--- src/rtl/wb_wport_arbiter_pkg.sv ---
// Shared types for the register-file write-port arbiter.
package wb_wport_arbiter_pkg;

    typedef struct packed {
        logic        we;
        logic [4:0]  waddr;
        logic [31:0] wdata;
    } wb_req_t;

    localparam logic [4:0] REG_ZERO = 5'd0;

    // A write request only touches the regfile when it targets a non-zero register.
    function automatic logic is_live_write(wb_req_t req);
        return req.we && (req.waddr != REG_ZERO);
    endfunction

endpackage

--- src/rtl/wb_pend_fifo.sv ---
// In-order pending queue of long-latency results with kill-by-address and forwarding lookup.
module wb_pend_fifo
    import wb_wport_arbiter_pkg::*;
#(
    parameter int unsigned DEPTH = 2
) (
    input  logic                         clk,
    input  logic                         rst,
    input  logic                         push,
    input  logic [4:0]                   push_waddr,
    input  logic [31:0]                  push_wdata,
    input  logic                         pop,
    input  logic                         kill,
    input  logic [4:0]                   kill_waddr,
    input  logic [4:0]                   rd_addr_a,
    input  logic [4:0]                   rd_addr_b,
    output wb_req_t                      head,
    output logic [$clog2(DEPTH+1)-1:0]   count,
    output logic                         fwd_hit_a,
    output logic [31:0]                  fwd_data_a,
    output logic                         fwd_hit_b,
    output logic [31:0]                  fwd_data_b
);

    localparam int unsigned PW = $clog2(DEPTH);
    localparam int unsigned CW = $clog2(DEPTH + 1);

    // Entry .we doubles as the valid bit; slots outside the occupied range are always invalid.
    wb_req_t        entry_q [DEPTH];
    logic [PW-1:0]  head_q;
    logic [PW-1:0]  tail_q;
    logic [CW-1:0]  count_q;

    always_ff @(posedge clk) begin
        if (rst) begin
            head_q  <= '0;
            tail_q  <= '0;
            count_q <= '0;
            for (int i = 0; i < DEPTH; i++) begin
                entry_q[i] <= '0;
            end
        end else begin
            for (int i = 0; i < DEPTH; i++) begin
                if (kill && entry_q[i].waddr == kill_waddr) begin
                    entry_q[i].we <= 1'b0;
                end
            end
            if (pop) begin
                entry_q[head_q].we <= 1'b0;
                head_q             <= head_q + 1'b1;
            end
            if (push) begin
                entry_q[tail_q] <= '{we: 1'b1, waddr: push_waddr, wdata: push_wdata};
                tail_q          <= tail_q + 1'b1;
            end
            case ({push, pop})
                2'b10:   count_q <= count_q + 1'b1;
                2'b01:   count_q <= count_q - 1'b1;
                default: count_q <= count_q;
            endcase
        end
    end

    assign head  = entry_q[head_q];
    assign count = count_q;

    // Walk from oldest to youngest so the last match seen is the youngest.
    always_comb begin
        logic [PW-1:0] idx;
        fwd_hit_a  = 1'b0;
        fwd_data_a = '0;
        fwd_hit_b  = 1'b0;
        fwd_data_b = '0;
        idx        = '0;
        for (int unsigned i = 0; i < DEPTH; i++) begin
            idx = head_q + PW'(i);
            if (!rst && entry_q[idx].we && entry_q[idx].waddr != REG_ZERO) begin
                if (entry_q[idx].waddr == rd_addr_a) begin
                    fwd_hit_a  = 1'b1;
                    fwd_data_a = entry_q[idx].wdata;
                end
                if (entry_q[idx].waddr == rd_addr_b) begin
                    fwd_hit_b  = 1'b1;
                    fwd_data_b = entry_q[idx].wdata;
                end
            end
        end
    end

endmodule

--- src/rtl/wb_wport_arbiter.sv ---
// Shares the regfile write port between the WB stage (always wins) and a long-latency result source.
module wb_wport_arbiter
    import wb_wport_arbiter_pkg::*;
#(
    parameter int unsigned DEPTH = 2
) (
    input  logic                         clk,
    input  logic                         rst,
    input  logic                         pipe_we,
    input  logic [4:0]                   pipe_waddr,
    input  logic [31:0]                  pipe_wdata,
    input  logic                         lu_valid,
    output logic                         lu_ready,
    input  logic [4:0]                   lu_waddr,
    input  logic [31:0]                  lu_wdata,
    output logic                         rf_we,
    output logic [4:0]                   rf_waddr,
    output logic [31:0]                  rf_wdata,
    input  logic [4:0]                   rd_addr_a,
    input  logic [4:0]                   rd_addr_b,
    output logic                         fwd_hit_a,
    output logic [31:0]                  fwd_data_a,
    output logic                         fwd_hit_b,
    output logic [31:0]                  fwd_data_b,
    output logic [$clog2(DEPTH+1)-1:0]   pend_cnt
);

    localparam int unsigned CW = $clog2(DEPTH + 1);

    wb_req_t        pipe_req;
    wb_req_t        head;
    wb_req_t        wr;
    logic [CW-1:0]  count;
    logic           pipe_act;
    logic           q_empty;
    logic           lu_fire;
    logic           lu_drop;
    logic           pop;
    logic           bypass;
    logic           push;

    assign pipe_req = '{we: pipe_we, waddr: pipe_waddr, wdata: pipe_wdata};
    assign pipe_act = is_live_write(pipe_req);
    assign q_empty  = (count == '0);
    assign lu_ready = !rst && (count < CW'(DEPTH));
    assign lu_fire  = lu_valid && lu_ready;

    // An lu result is older than the WB instruction, so a same-register pipe write supersedes it.
    assign lu_drop  = (lu_waddr == REG_ZERO) || (pipe_act && lu_waddr == pipe_waddr);

    // Killed heads retire without the port, so they may pop even while WB writes.
    assign pop      = !rst && !q_empty && (!head.we || !pipe_act);
    assign bypass   = lu_fire && !lu_drop && q_empty && !pipe_act;
    assign push     = lu_fire && !lu_drop && !bypass;

    always_comb begin
        wr = '0;
        if (!rst) begin
            if (pipe_act) begin
                wr = pipe_req;
            end else if (pop && head.we) begin
                wr = head;
            end else if (bypass) begin
                wr = '{we: 1'b1, waddr: lu_waddr, wdata: lu_wdata};
            end
        end
    end

    assign rf_we    = wr.we;
    assign rf_waddr = wr.waddr;
    assign rf_wdata = wr.wdata;
    assign pend_cnt = count;

    wb_pend_fifo #(
        .DEPTH (DEPTH)
    ) u_pend_fifo (
        .clk        (clk),
        .rst        (rst),
        .push       (push),
        .push_waddr (lu_waddr),
        .push_wdata (lu_wdata),
        .pop        (pop),
        .kill       (pipe_act),
        .kill_waddr (pipe_waddr),
        .rd_addr_a  (rd_addr_a),
        .rd_addr_b  (rd_addr_b),
        .head       (head),
        .count      (count),
        .fwd_hit_a  (fwd_hit_a),
        .fwd_data_a (fwd_data_a),
        .fwd_hit_b  (fwd_hit_b),
        .fwd_data_b (fwd_data_b)
    );

endmodule

--- config.mk ---
export PLATFORM = sky130hd
export DESIGN_NAME = wb_wport_arbiter
export DESIGN_NICKNAME = d
export VERILOG_FILES = /design/src/rtl/wb_wport_arbiter_pkg.sv /design/src/rtl/wb_pend_fifo.sv /design/src/rtl/wb_wport_arbiter.sv
export SDC_FILE = /design/constraint.sdc
export NUM_CORES = 1
export LEC_CHECK = 0
export ABC_AREA = 1
export BUFFER_PORTS_ARGS = -buffer_cell sky130_fd_sc_hd__buf_2
export CORE_MARGIN = 2
export CORE_UTILIZATION = 51
export DETAILED_ROUTE_END_ITERATION = 8
export PLACE_DENSITY = 0.83
export SLEW_MARGIN = 10
export SYNTH_ARGS = -nofsm -noshare
export SYNTH_HDL_FRONTEND = slang
export SYNTH_SLANG_ARGS = --single-unit
--- constraint.sdc ---
create_clock -name clk -period 6.1 [get_ports clk]
set_input_delay 1.83 -clock clk [delete_from_list [all_inputs] [get_ports clk]]
set_output_delay 1.83 -clock clk [all_outputs]
set_load 0.01 [all_outputs]
==> impl_metrics.toml <==
[run_status]
status = "complete, no violations"

[yosys]
synth_edf_count = 74
ys_ff_latch = 81
async_flop_share = 0
yosysSeqAreaShare = 0.382
syn-mean-instance-area_um2 = 7.18
syn_inst = 860
synth_fp_nets = 948
synth_area_leaders = "edfxtp_1 (36%), o21ai_0 (11%), nand2_1 (8.5%)"
netlist.area_leader.share = 0.360
synth.distinct_cells = 30
synth_ff_type = "edfxtp_1"
yosysWarningCount = 0
yosysTopAreaCell = "edfxtp_1"
syn_area_um2 = 6180

[critical_path]
crit_path_start_kind = "input port"
cp.required_ps = 4270
cp.arrival_ps = 3740
crit_path_max_fanout = 13
crit_path_end_kind = "primary output"
criticalPathCategory = "input port to primary output"
reg2reg_slack_ps = 3880

[drt]
first_pass_iters = 5
routed_via_density = 5.73
drtAntennaViolNets = 0
wire_per_inst_um = 16.2
num_vias = 6709
drc = 0
wl_mm = 19.0
drtIter0Drc = 583

[sta]
setup_viol_count_final = 0
min_period_ps = 5570
fin_crit_sh = 0.912
tightest_slew_ps = 1020
finalClockSkew_ps = 4.83
rsz0062_at_grt = "no"
hold_violations = 0
max_freq_ghz = 0.180
slew_headroom = 0.321
finalMaxSlewViolations = 0
setup_tns_ps = 0

[clock_network]
post_cts_resized = 0
clk_pin_slew_worst_paths_ps = 60
htreeDepth = 3
clock-root-buffer = "clkbuf_16"
hold_buffers = 0
cts_sinks = 81
clock_path_buffers = 2
clock_latency_ps = 340
cts_setup_buffers = 0
cts_tree = "built"
cts-buffers-inserted = 9

[die]
initial_core_util = 0.519
rows = 40
die_width_um = 114
fp.dieH_um = 114
io_pins = 195
core-area_um2 = 11900
fp.dieArea_um2 = 13000

[global_routing]
grt_usage = 0.290
grt_max_degree = 72
grt_pass1_wl_mm = 29.7
grt_pass1_vias = 6093
gr-total-overflow = 0
antenna_found_initial = 1

[placement]
port_buffers = 194
dp_hpwl_mm = 12.9
placed_area_um2 = 7140
gp_congestion = 0.946

[finish]
nets = 1106
syn2layout_area_growth_pct = 20.6
stdcell_area_um2 = 7450
drive_gt1_frac = 0.259

[power_and_ir_drop]
ir_worst_vdd_uv = 142
leakage_nw = 3.30
p_per_area_nw_per_um2 = 238

[run]
cap_violations = 0

[hold_path]
hold_path_class = "register to register"
==> stage by stage <==
step           power (mW)  utilization  setup WS, ps  instances  hold WS, ps
4_1_cts              1.77        0.625           563       1170          522
3_3_place_gp         1.19        0.599           631       1154          501
5_1_grt              1.86        0.626           372       1171          582
3_5_place_dp         1.20        0.599           578       1154          516
6_report             1.78        0.626           534       1171          523
2_1_floorplan        1.04            -          1110        860          466
==> layout by cell type, fill, tap and decap left out, drive strengths merged <==
master    n
a21oi    41
a31oi    35
buf     213
bufinv    2
clkbuf   13
clkinv    1
dfxtp     7
diode     1
edfxtp   74
inv      90
mux2i     1
nand2   146
nand3    81
nand4     4
nor2    100
nor3      2
o211ai    1
o21ai   179
o31ai     1
xnor2     8
xor2     24
==> cells by family (layout without fill, tap and decap cells) <==
logic type / after synthesis / after routing / synth area share
muxes: 1 / 1 / 0.00162
AOI/OAI and AO/OA: 257 / 257 / 0.222
xor gates and xnor gates: 32 / 32 / 0.0454
and+or+nand+nor: 333 / 333 / 0.233
DFF: 81 / 81 / 0.382
other: 0 / 1 / 0
buffers and inverters: 156 / 319 / 0.116
==> layer usage <==
metal  GRT usage  vias up  routed length (µm)
met1       0.379     3085                7900
li1            -     3230                   -
met3      0.0254       46                1420
met4       0.124        0                 513
met2       0.495      348                9190
met5           0        -                   0
==> area by class of cell <==
cell class	count	area [µm²]
Sequential cell	81	2360
Tap cell	147	184
Multi-Input combinational cell	623	3140
Clock inverter	3	63.8
Inverter	90	338
Timing Repair Buffer	213	1110
Antenna cell	1	2.50
Clock buffer	13	250
Fill cell	1130	4460
==> where the power goes <==
part	leakage [nW]	internal, mW	switching [mW]	total, mW
clock network	0.151	0.369	0.207	0.576
registers	0.831	0.669	0.0254	0.694
logic	2.32	0.149	0.357	0.505
total	3.30	1.19	0.589	1.78
==> registers in the layout, summed over array words and instances, names as in the netlist, named ones only <==
| signal | count |
|---|---|
| u_pend_fifo.count | 2 |
| u_pend_fifo.head_q | 1 |
| u_pend_fifo.tail_q | 1 |
| u_pend_fifo.entry_q | 76 |
==> critical path: stages <==
cell     delay (ps)
buf_2           120
xor2_1          160
nor2_1          160
nand3_1         120
nor2_2          570
nand2_1         270
o21ai_0         320
buf_2           190
==> final timing paths <==
kind | start | end | depth (start not counted)
setup / recovery | rd_addr_b[2] | fwd_data_b[17] | 8
hold / removal | u_pend_fifo.tail_q$_SDFFE_PP0P_ | u_pend_fifo.tail_q$_SDFFE_PP0P_ | 2
setup reg to reg | u_pend_fifo.count[1]$_SDFFE_PP0P_ | u_pend_fifo.entry_q[1][18]$_SDFFCE_PN0P_ | 7
hold reg to reg | u_pend_fifo.tail_q$_SDFFE_PP0P_ | u_pend_fifo.tail_q$_SDFFE_PP0P_ | 2
==> cell usage after synthesis, types with 8 or more instances <==
cell and count:
clkbuf_1 34, xnor2_1 8, xor2_1 24, a21oi_1 41, a31oi_1 35, nand2_1 140, buf_2 11, edfxtp_1 74
buf_6 12, nor2_1 87, o21ai_0 139, nor2_2 11, o21ai_1 32, nand3_1 79, inv_1 88
No activity file was read; power rests on OpenSTA's default activity.
